--- src/rtl/mmio_input_port_if.sv ---
// ============================================================================
// Module      : mmio_input_port_if
// Description : Processor dmem bus as seen by the MMIO input port (address,
//               store path and read-mux return).
// Revision    : 1.0 - initial release
// ============================================================================
`default_nettype none

interface mmio_input_port_if;
  logic [31:0] mem_addr;
  logic        mem_wren;
  logic [31:0] mem_wdata;
  logic        rd_hit;
  logic [31:0] rd_data;

  modport master (
    output mem_addr, mem_wren, mem_wdata,
    input  rd_hit, rd_data
  );

  modport slave (
    input  mem_addr, mem_wren, mem_wdata,
    output rd_hit, rd_data
  );
endinterface

`default_nettype wire

--- src/rtl/mmio_input_port.sv ---
// ============================================================================
// Module      : mmio_input_port
// Description : Synchronized, debounced buttons/switches with latched press
//               events, read through two dmem addresses, write-1-to-clear.
// Revision    : 1.0 - initial release
// ============================================================================
`default_nettype none

module mmio_input_port #(
  parameter int NUM_BTN         = 1,
  parameter int DEBOUNCE_CYCLES = 250000,
  parameter int ADDR_BTN        = 97,
  parameter int ADDR_SW         = 98
) (
  input  logic               clock,
  input  logic               reset,
  input  logic [NUM_BTN-1:0] btn_raw,
  input  logic [4:0]         sw_raw,
  mmio_input_port_if.slave   bus
);

  localparam int            NB       = NUM_BTN + 5;
  localparam int            CW       = $clog2(DEBOUNCE_CYCLES + 1);
  localparam logic [CW-1:0] CNT_LAST = CW'(DEBOUNCE_CYCLES - 1);

  logic [NB-1:0]      raw;
  logic [NB-1:0]      sync1;
  logic [NB-1:0]      sync2;
  logic [NB-1:0]      level;
  logic [CW-1:0]      cnt [NB];
  logic [NUM_BTN-1:0] btn_level;
  logic [NUM_BTN-1:0] btn_level_d;
  logic [NUM_BTN-1:0] press;
  logic [NUM_BTN-1:0] pending;
  logic [NUM_BTN-1:0] clr_mask;
  logic [7:0]         press_count;
  logic [3:0]         npress;
  logic [8:0]         count_sum;
  logic               btn_sel;
  logic               sw_sel;
  logic               clr_hit;
  logic               clr_cnt;
  logic               unused_wdata;

  // Buttons occupy the low bits, switches the top five.
  assign raw = {sw_raw, btn_raw};

  always_ff @(posedge clock or posedge reset) begin
    if (reset) begin
      sync1 <= '0;
      sync2 <= '0;
      level <= '0;
      for (int i = 0; i < NB; i++) cnt[i] <= '0;
    end else begin
      sync1 <= raw;
      sync2 <= sync1;
      for (int i = 0; i < NB; i++) begin
        if (sync2[i] == level[i]) begin
          cnt[i] <= '0;
        end else if (cnt[i] == CNT_LAST) begin
          level[i] <= sync2[i];
          cnt[i]   <= '0;
        end else begin
          cnt[i] <= cnt[i] + 1'b1;
        end
      end
    end
  end

  assign btn_level = level[NUM_BTN-1:0];
  assign press     = btn_level & ~btn_level_d;

  always_comb begin
    npress = '0;
    for (int i = 0; i < NUM_BTN; i++) npress = npress + 4'(press[i]);
  end

  assign btn_sel   = (bus.mem_addr == 32'(ADDR_BTN));
  assign sw_sel    = (bus.mem_addr == 32'(ADDR_SW));
  assign clr_hit   = bus.mem_wren && btn_sel;
  assign clr_mask  = clr_hit ? bus.mem_wdata[8 +: NUM_BTN] : '0;
  assign clr_cnt   = clr_hit && bus.mem_wdata[31];
  assign count_sum = {1'b0, press_count} + {5'd0, npress};

  // A press landing in the same cycle as its clear keeps the bit set.
  always_ff @(posedge clock or posedge reset) begin
    if (reset) begin
      btn_level_d <= '0;
      pending     <= '0;
      press_count <= '0;
    end else begin
      btn_level_d <= btn_level;
      pending     <= (pending & ~clr_mask) | press;
      if (clr_cnt)
        press_count <= 8'(npress);
      else
        press_count <= count_sum[8] ? 8'hFF : count_sum[7:0];
    end
  end

  assign bus.rd_hit = btn_sel || sw_sel;

  always_comb begin
    bus.rd_data = '0;
    if (btn_sel)
      bus.rd_data = {8'h00, press_count, 8'(pending), 8'(btn_level)};
    else if (sw_sel)
      bus.rd_data = {27'd0, level[NUM_BTN +: 5]};
  end

  assign unused_wdata = ^bus.mem_wdata;

endmodule

`default_nettype wire

--- src/flat_wrapper.sv ---
// flat-port wrapper written by rule: the top's interface ports become plain ports
module mmio_input_port_flat 
#(
  parameter int NUM_BTN         = 1,
  parameter int DEBOUNCE_CYCLES = 250000,
  parameter int ADDR_BTN        = 97,
  parameter int ADDR_SW         = 98
)
  (clock, reset, btn_raw, sw_raw, bus_mem_addr, bus_mem_wren, bus_mem_wdata, bus_rd_hit, bus_rd_data);
  mmio_input_port_if bus_i ();
  input  logic clock;
  input  logic reset;
  input  logic [NUM_BTN-1:0] btn_raw;
  input  logic [4:0] sw_raw;
  input wire logic [$bits(bus_i.mem_addr)-1:0] bus_mem_addr;
  input wire logic [$bits(bus_i.mem_wren)-1:0] bus_mem_wren;
  input wire logic [$bits(bus_i.mem_wdata)-1:0] bus_mem_wdata;
  output wire logic [$bits(bus_i.rd_hit)-1:0] bus_rd_hit;
  output wire logic [$bits(bus_i.rd_data)-1:0] bus_rd_data;
  assign bus_i.mem_addr = bus_mem_addr;
  assign bus_i.mem_wren = bus_mem_wren;
  assign bus_i.mem_wdata = bus_mem_wdata;
  assign bus_rd_hit = bus_i.rd_hit;
  assign bus_rd_data = bus_i.rd_data;
  mmio_input_port #(.NUM_BTN(NUM_BTN), .DEBOUNCE_CYCLES(DEBOUNCE_CYCLES), .ADDR_BTN(ADDR_BTN), .ADDR_SW(ADDR_SW)) u_core (.clock(clock), .reset(reset), .btn_raw(btn_raw), .sw_raw(sw_raw), .bus(bus_i));
endmodule
--- config.mk ---
export PLATFORM = sky130hd
export DESIGN_NAME = mmio_input_port_flat
export DESIGN_NICKNAME = d
export VERILOG_FILES = /design/src/rtl/mmio_input_port_if.sv /design/src/rtl/mmio_input_port.sv /design/src/flat_wrapper.sv
export SDC_FILE = /design/constraint.sdc
export NUM_CORES = 1
export LEC_CHECK = 0
export BUFFER_PORTS_ARGS = -buffer_cell sky130_fd_sc_hd__clkbuf_2
export CORE_ASPECT_RATIO = 1.75
export CORE_MARGIN = 5
export CORE_UTILIZATION = 57
export CTS_CLUSTER_SIZE = 28
export DETAILED_ROUTE_END_ITERATION = 16
export PLACE_DENSITY = 0.88
export SLEW_MARGIN = 20
export SYNTH_ARGS = -nofsm -noshare
export SYNTH_HDL_FRONTEND = slang
export SYNTH_SLANG_ARGS = --single-unit
--- constraint.sdc ---
create_clock -name clock -period 5 [get_ports clock]
set_input_delay 1 -clock clock [delete_from_list [all_inputs] [get_ports clock]]
set_output_delay 1 -clock clock [all_outputs]
set_load 0.05 [all_outputs]
== Word-level counts from Yosys, hierarchy flattened ==
Index checks and enable logic that the tools add are counted.

* Flip-flop bits (word level): 136
* Input port bits: 73
* Output and inout port bits: 33

* $add $sub $neg: 7
* Eq/ne operators: 14
* Mux-type cells: 17
* Bitwise operators: 11
* Reduce and logical (&&, ||, !) cells: 9

{| class="wikitable"
|+ Operators with widths
! cell !! count
|-
| 18-bit two-way mux || 12
|-
| 18-bit by 1-bit adder with 18-bit output (second input constant) || 6
|-
| 18-bit == test (second input constant) || 6
|-
| 32-bit by 7-bit == test with 1-bit output (second input constant) || 2
|-
| 32-bit two-way mux || 1
|-
| 8-bit two-way mux || 2
|-
| 2-bit AND reduction || 6
|-
| 8-bit by 1-bit adder with 9-bit output || 1
|-
| 1-bit NOT || 8
|-
| 1-bit == test || 6
|-
| 5-bit two-way mux || 1
|-
| 1-bit AND || 2
|-
| 1-bit logical AND || 2
|-
| 1-bit logical OR || 1
|-
| 1-bit two-way mux || 1
|-
| 1-bit OR || 1
|}

== Longest topological paths before layout ==
Gate-level depths: netlist of the first run.

* Depth in word-level cells: 6
* Gate-level depth with buffers: 8
* Gate-level depth less buffers: 8

== Least setup slack after synthesis of the first run ==
OpenSTA, ideal clock, no wires.

* Path kind: input to output
* Start: input bus_mem_addr[26]
* End: output bus_rd_data[0]
* Arrival time: 2.651 ns
* Required time: 4.000 ns
* Setup slack: 1.349 ns
* Stages: 4
* Path buffers: 0
* Cell sequence: nor4_1 nand4_1 or3_1 a21oi_1

* Word-level cells in the longest chain between the ends: 3

{| class="wikitable"
|+ Ends and longest elaborated chain
! item !! RTL line !! source
|-
| start, declared || flat_wrapper.sv:15 || <nowiki>input wire logic [$bits(bus_i.mem_addr)-1:0] bus_mem_addr;</nowiki>
|-
| 32-bit by 7-bit == test with 1-bit output || mmio_input_port.sv:79 || <nowiki>assign sw_sel = (bus.mem_addr == 32'(ADDR_SW));</nowiki>
|-
| 5-bit two-way mux || mmio_input_port.sv:107 || <nowiki>else if (sw_sel)</nowiki>
|-
| 32-bit two-way mux * || mmio_input_port.sv:105 || <nowiki>if (btn_sel)</nowiki>
|-
| end, declared || flat_wrapper.sv:19 || <nowiki>output wire logic [$bits(bus_i.rd_data)-1:0] bus_rd_data;</nowiki>
|}

Mark *: on every way between the ends. The rest lies on a longest branch, timed or not.

== Worst setup path in the final report of the first run ==
* Start: input bus_mem_addr[9]
* End: output bus_rd_data[17]

* Word-level cells in the longest chain between the ends: 2

{| class="wikitable"
|+ Ends and longest elaborated chain
! item !! RTL line !! source
|-
| 32-bit by 7-bit == test with 1-bit output || mmio_input_port.sv:78 || <nowiki>assign btn_sel = (bus.mem_addr == 32'(ADDR_BTN));</nowiki>
|-
| 32-bit two-way mux || mmio_input_port.sv:105 ||
|}

No other way between the ends.

==> results of run 1 <==
## cell usage in the layout, fill, tap and decap left out, types with 3 or more instances in the layout
master	n
a21oi_1	24
and2_1	16
and3_1	3
and4_1	7
buf_4	5
bufinv_16	3
clkbuf_16	17
clkbuf_2	57
clkinvlp_4	6
conb_1	18
dfrtp_1	136
ha_1	8
inv_1	18
inv_6	4
mux2_2	6
nand2_1	46
nand2b_1	3
nand3_1	39
nand3b_1	6
nand4_1	24
nor2_1	108
nor3_1	12
nor4_1	38
nor4b_1	5
o21ai_0	10
o31ai_1	12
o41ai_2	3
o41ai_4	3
or2_2	5
or3_1	13
or4_1	14
xnor2_1	49
xor2_1	34
## worst max-delay path: cells and delay by family
kind	cells	cell delay, ns
buf+inv	2	0.36
simple gates	4	1.43
## final cells by class
type	count	area [µm²]	share of cell area, %
Multi-Input combinational cell	526	3260	41.6
Clock buffer	19	433	5.52
Sequential cell	136	3400	43.4
Timing Repair Buffer	62	323	4.12
Clock inverter	13	170	2.17
Inverter	19	76.3	0.973
Tap cell	137	171	2.19
## sequential cells by signal, indices dropped and copies added, names as in the netlist
signal / flops
u_core.btn_level_d: 1
u_core.cnt: 108
u_core.level: 6
u_core.pending: 1
u_core.press_count: 8
u_core.sync2: 6
u_core.sync1: 6
## worst min-delay path by stage
stage                    startpoint               to  slack [ns]
finish              u_core.sync1[5]  u_core.sync2[5]        0.35
floorplan           u_core.sync1[0]  u_core.sync2[0]        0.33
CTS                 u_core.sync1[5]  u_core.sync2[5]        0.36
global placement    u_core.sync1[1]  u_core.sync2[1]        0.33
global route        u_core.sync1[1]  u_core.sync2[1]        0.37
detailed placement  u_core.sync1[5]  u_core.sync2[5]        0.34
## kinds of logic after synthesis
logic type	Yosys count	share of synthesized area [%]
simple gates	353	27.1
flops	136	49.7
xor+xnor	83	10.6
compound gates	56	6.21
buf+inv	46	3.65
fa+ha+maj	8	1.46
mux	8	1.28
other cells	1	0.0547
## layer usage
| metal | GRT usage (%) | vias to the layer above | routed length (µm) |
|---|---|---|---|
| met3 | 4.50 | 46 | 669 |
| met4 | 11.1 | 0 | 501 |
| met2 | 40.6 | 185 | 8110 |
| li1 | - | 2561 | - |
| met1 | 23.6 | 2690 | 5620 |
| met5 | 0 | - | 0 |
## report_power, final
group          switching [µW]  internal, µW  total (µW)
Sequential               13.9          1120        1130
Combinational            84.3          31.3         116
Clock                     491           789        1280
## through the flow
step / total power (µW) / hold WS, ns / area (µm²) / setup WS (ns)
2_1_floorplan: 1240 / 0.331 / 6920 / 0.361
3_3_place_gp: 1260 / 0.333 / 7240 / 1.27
3_5_place_dp: 1270 / 0.343 / 7240 / 1.14
4_1_cts: 2540 / 0.356 / 7840 / 1.14
5_1_grt: 2610 / 0.370 / 7840 / 1.01
6_report: 2530 / 0.355 / 7840 / 1.21
==> impl_metrics.csv, run 1 <==
group,metric,value,unit
layout,fill_cells,878,
route,drt_iter0_drc,339,
timing,min_period_over_period,75.8,%
timing,drv_slew,0,
timing,finalSetupViolations,0,
clocking,cts_sinks,136,
setup_path,startpoint,"bus_mem_addr[9]",
synthesis,avgSynthCellArea,9.92,µm²
pwr,leakagePower,0.00327,µW
synthesis,yosysTopAreaCell,"dfrtp_1",
grt,grt_pass1_wl,25.7,mm
layout,final_cells,912,
setup_path,rrSetupSlack,2.78,ns
pwr,cellPowerDensity,322,nW/µm²
floorplanning,core_area,11900,µm²
floorplanning,initial_utilization,57.4,%
run_status,outcome,"completed",
synthesis,ys.flop_type,"dfrtp_1",
setup_path,cpMaxStageDelayCell,"nor2_1",
timing,fmax,264,MHz
layout,num_antenna_cells,0,
grt,grt_pass1_vias,5813,
route,post_drt_wl_per_cell,16.3,µm
setup_path,reg2reg_to,"u_core.cnt[20]",
timing,hold_violations,0,
grt,gr-total-overflow,0,
flow_run,drv_cap,0,
setup_path,r2r_cells,4,
setup_path,slowest_delay,0.50,ns
timing,worst_slew_pin_slew,0.969,ns
route,drc,0,
synthesis,syn_area,6850,µm²
synthesis,ys_seq_area_share,49.7,%
clocking,tritoncts,"done",
setup_path,worstSetupEndpointType,"output pin",
grt,antenna_found_initial,0,
synthesis,synth_edf_count,0,
clocking,cts_made_buffers,17,
setup_path,worstSetupStartpointType,"input port",
place,io_buffers,57,
place,dp_cells,880,
synthesis,ys_ff_latch,136,
route,vias,5482,
layout,drive_above_1_share,15.5,%
floorplanning,die_y,155,µm
layout,fin_util,65.7,%
setup_path,required,4.00,ns
synthesis,syn_inst,691,
floorplanning,ios,106,
clocking,cts-root-buf,"clkbuf_16",
timing,tns,0,ns
synthesis,synth_cell_types,44,
clocking,insertion_delay,0.42,ns
floorplanning,dieWidth,92.9,µm
timing,rsz0062_at_grt,"false",
setup_path,path_cells,"clkbuf_2, nor4_1, nand4_1, nor2_1, and2_1, clkbuf_2",
timing,finClkSkew,0.0122,ns
place,hpwlAfterDp,9.95,mm
synthesis,netlist_top_cells_count,"136 x dfrtp_1, 108 x nor2_1, 49 x xnor2_1",
synthesis,async_reset_ff_share,100,%
clocking,postCtsHoldBufs,0,
pwr,vdd_drop_max,0.000273,V
grt,grt_max_degree,106,
layout,nNetsFinal,843,
setup_path,cpMostUsedCell,"clkbuf_2",
synthesis,yosys.area.top_type_share,49.7,%
route,antenna_left,0,
timing,slew_headroom,35.2,%
clocking,clkTransAtPathRegs,0.06,ns
synthesis,synth_most_common_cell,"dfrtp_1",
clocking,clk_path_buf_depth,2,
floorplanning,die_area,14400,µm²
min_path,hold_depth,0,
grt,track_usage,22.1,%
synthesis,yosys_warnings,0,
layout,syn_to_final_growth,14.4,%
route,routed_wl,14.9,mm
clocking,cts_setup_buffers,0,
setup_path,critical_path_class,"input port to output pin",
setup_path,r2r-start,"u_core.cnt[28]",
clocking,cts_resized,0,
min_path,hp-class,"flop to flop",
synthesis,ys_top_cells_by_area,"dfrtp_1 50%, xnor2_1 6.3%, nor2_1 5.9%, xor2_1 4.3%, nor4_1 3.5%",
route,firstDrtPassIters,7,
place,place_congestion,0.849,
floorplanning,rows,53,
clocking,htree_levels,4,
setup_path,critPathMaxFanout,9,
setup_path,arrival,2.79,ns
timing,period_minus_slack,3.79,ns
route,avgViaCountPerCell,6.01,
setup_path,worst_setup_path_endpoint,"bus_rd_data[17]",
Power figures use the tool's default switching activity.
==> inputs of run 2 (changes only) <==
--- a/config.mk
+++ b/config.mk
@@ -5,13 +5,14 @@
 export SDC_FILE = /design/constraint.sdc
 export NUM_CORES = 1
 export LEC_CHECK = 0
+export ABC_AREA = 1
 export BUFFER_PORTS_ARGS = -buffer_cell sky130_fd_sc_hd__clkbuf_2
 export CORE_ASPECT_RATIO = 1.75
 export CORE_MARGIN = 5
-export CORE_UTILIZATION = 57
+export CORE_UTILIZATION = 52
 export CTS_CLUSTER_SIZE = 28
 export DETAILED_ROUTE_END_ITERATION = 16
-export PLACE_DENSITY = 0.88
+export PLACE_DENSITY = 0.84
 export SLEW_MARGIN = 20
 export SYNTH_ARGS = -nofsm -noshare
 export SYNTH_HDL_FRONTEND = slang
==> constraint.sdc (replaced) <==
create_clock -name clock -period 3.4 [get_ports clock]
set_input_delay 0.68 -clock clock [delete_from_list [all_inputs] [get_ports clock]]
set_output_delay 0.68 -clock clock [all_outputs]
set_load 0.05 [all_outputs]
==> run 2 against run 1 <==
- clock power grew 72%
- highest routed layer unchanged
- die area grew 19%
- final cell count grew 35%
- synthesized cell count grew 39%
- flip-flop and latch count is the same
- via count grew 15%
- critical path depth grew 3
- first-iteration DRC count shrank 31%
- worst setup slack lost 0.39 ns
- total power grew 60%
- largest power group unchanged
- critical endpoint is now bus_rd_data[2]
==> impl_metrics.csv, run 2 <==
group,metric,value,unit
run_status,outcome,"completed",
synthesis,avgSynthCellArea,7.88,µm²
clocking,clkTransAtPathRegs,0.05,ns
clocking,cts_resized,0,
place,io_buffers,57,
layout,mostFrequentLayoutCells,"208 x nor2_1, 160 x nand2_1, 136 x dfrtp_1",
clocking,postCtsHoldBufs,0,
synthesis,synth_edf_count,0,
timing,rsz0062_at_grt,"false",
clocking,tritoncts,"done",
layout,largest-register,"u_core.cnt",
route,avgViaCountPerCell,5.14,
layout,largest_register_ffs,108,
route,vias,6325,
grt,track_usage,20.2,%
synthesis,yosysTopAreaCell,"dfrtp_1",
place,place_congestion,0.945,
setup_path,worstSetupEndpointType,"output pin",
synthesis,yosys_warnings,0,
route,antenna_left,0,
layout,layout_commonest_cell,"nor2_1",
timing,finalWorstSetupSlack,0.817,ns
timing,tns,0,ns
synthesis,muxShareOfSynthArea,0,%
synthesis,yosys.area.top_type_share,44.8,%
floorplanning,initial_utilization,52.8,%
synthesis,yosys.area_share.simple,37.1,%
synthesis,ys_seq_area_share,44.8,%
floorplanning,die_y,170,µm
synthesis,netlist_top_cells_count,"208 x nor2_1, 160 x nand2_1, 136 x dfrtp_1",
clocking,insertion_delay,0.41,ns
setup_path,worstSetupStartpointType,"input port",
layout,syn_to_final_growth,15.6,%
place,place_area,8070,µm²
floorplanning,dieWidth,101,µm
floorplanning,die_area,17200,µm²
route,drc,0,
clocking,cts_sinks,136,
setup_path,arrival,1.90,ns
synthesis,synth_top_family_by_area,"simple AND/OR/NAND/NOR gates",
route,routed_wl,16.4,mm
clocking,cts-root-buf,"clkbuf_16",
pwr,cellPowerDensity,461,nW/µm²
clocking,cts_setup_buffers,0,
route,firstDrtPassIters,6,
flow_run,drv_cap,0,
timing,worst_slew_pin_slew,0.571,ns
synthesis,synthXorXnorAreaFrac,4.68,%
route,drt_iter0_drc,234,
layout,multi_input_comb_area,3570,µm²
place,dp_cells,1200,
pwr,vdd_drop_max,0.000355,V
grt,grt_max_degree,45,
layout,top_regs,"u_core.cnt x108, u_core.press_count x8",
timing,fmax,387,MHz
synthesis,async_reset_ff_share,100,%
place,hpwlAfterDp,12.0,mm
synthesis,ys_top_cells_by_area,"dfrtp_1 45%, nor2_1 10%, nand2_1 7.9%, inv_1 6.3%, nand3_1 3.3%",
grt,gr-total-overflow,0,
route,post_drt_wl_per_cell,13.3,µm
layout,final_area,8770,µm²
setup_path,required,2.72,ns
synthesis,syn_area,7590,µm²
timing,hold_violations,0,
clocking,clk_path_buf_depth,2,
setup_path,critPathMaxFanout,5,
synthesis,synth-adder-area-share,1.32,%
timing,finClkSkew,0.00882,ns
setup_path,critical_path_class,"input port to output pin",
place,dp_slack,0.805,ns
synthesis,synth_most_common_cell,"nor2_1",
layout,fill_cells,1213,
layout,final_cells,1231,
layout,num_antenna_cells,0,
layout,drive_above_1_share,18.5,%
timing,drv_slew,0,
pwr,leakagePower,0.00398,µW
floorplanning,ios,106,
timing,slew_headroom,61.9,%
grt,antenna_found_initial,0,
min_path,hp-class,"input port to asynchronous set/reset pin",
pwr,power,4040,µW
clocking,cts_made_buffers,17,
timing,finalSetupViolations,0,
synthesis,synth-compound-area-share,3.03,%
synthesis,ys.flop_type,"dfrtp_1",
layout,layout.area.seq,3400,µm²
grt,grt_pass1_wl,28.1,mm
synthesis,syn_inst,963,
synthesis,ys_ff_latch,136,
synthesis,synth_cell_types,34,
floorplanning,core_area,14400,µm²
layout,nNetsFinal,1120,
timing,min_period_over_period,76.0,%
floorplanning,rows,58,
grt,grt_pass1_vias,6432,
setup_path,rrSetupSlack,1.25,ns
timing,period_minus_slack,2.58,ns
clocking,htree_levels,4,
run 2: cell count changes after synthesis, moves of 16 or more:
cell / before / now
nor2_1: 108 / 208
nor4_1: 38 / 0
nand2_1: 46 / 160
nand2_2: 0 / 18
inv_1: 19 / 127
nor3_1: 12 / 36
and2_1: 16 / 0
nor2_4: 0 / 21
xnor2_1: 49 / 7
run 2: path summary, 6_finish.rpt:
kind | cells past startpoint | endpoint | start
worst min-delay path | 2 | u_core.cnt[30] | reset
worst min register to register | 0 | u_core.sync2[1] | u_core.sync1[1]
max in group asynchronous | 3 | u_core.cnt[9] | reset
min in group clock | 0 | u_core.sync2[1] | u_core.sync1[1]
worst max-delay path | 9 | bus_rd_data[2] | bus_mem_addr[21]
worst max register to register | 10 | u_core.press_count[2] | u_core.level[0]
run 2: report_power, final:
| part | internal, µW | switching (µW) |
|---|---|---|
| Clock | 1510 | 694 |
| Combinational | 47.2 | 132 |
| Sequential | 1640 | 19.0 |
| Total | 3200 | 845 |
run 2: cells by family (layout without fill, tap and decap cells):
group / Yosys count / in the layout
adders and majority gates: 8 / 8
buffers and inverters: 161 / 232
AOI/OAI and AO/OA: 42 / 42
xor gates and xnor gates: 38 / 38
and+or+nand+nor: 577 / 577
other: 1 / 18
DFF: 136 / 136
run 2: through the flow:
stage                     util (%)  hold slack, ns
after floorplan                  -           0.331
after global placement        56.1           0.331
after detailed placement      56.1           0.335
after CTS                     61.1           0.331
after global routing          61.1           0.355
final                         61.1           0.317
run 2: layer usage:
layer | track usage, % | part of all wire (%) | vias to the layer above
met1 | 22.3 | 38 | 2955
met3 | 3.32 | 4.2 | 41
met5 | 0 | 0 | -
met2 | 37.8 | 55 | 191
met4 | 7.81 | 2.7 | 0
li1 | - | - | 3138
run 2: critical path, cell delays in order:
cell,delay [ns]
clkbuf_2,0.09
nor2_1,0.10
nand2_1,0.08
nor2_1,0.10
nand2_1,0.10
nor2_1,0.15
inv_1,0.17
nor2_1,0.14
clkbuf_2,0.29
run 2: area by class of cell:
type                            count  area share [%]
Multi-Input combinational cell    683            40.7
Sequential cell                   136            38.8
Inverter                          141            6.07
Clock buffer                       20            5.32
Timing Repair Buffer               60            3.79
Clock inverter                     11            2.75
Tap cell                          180            2.57
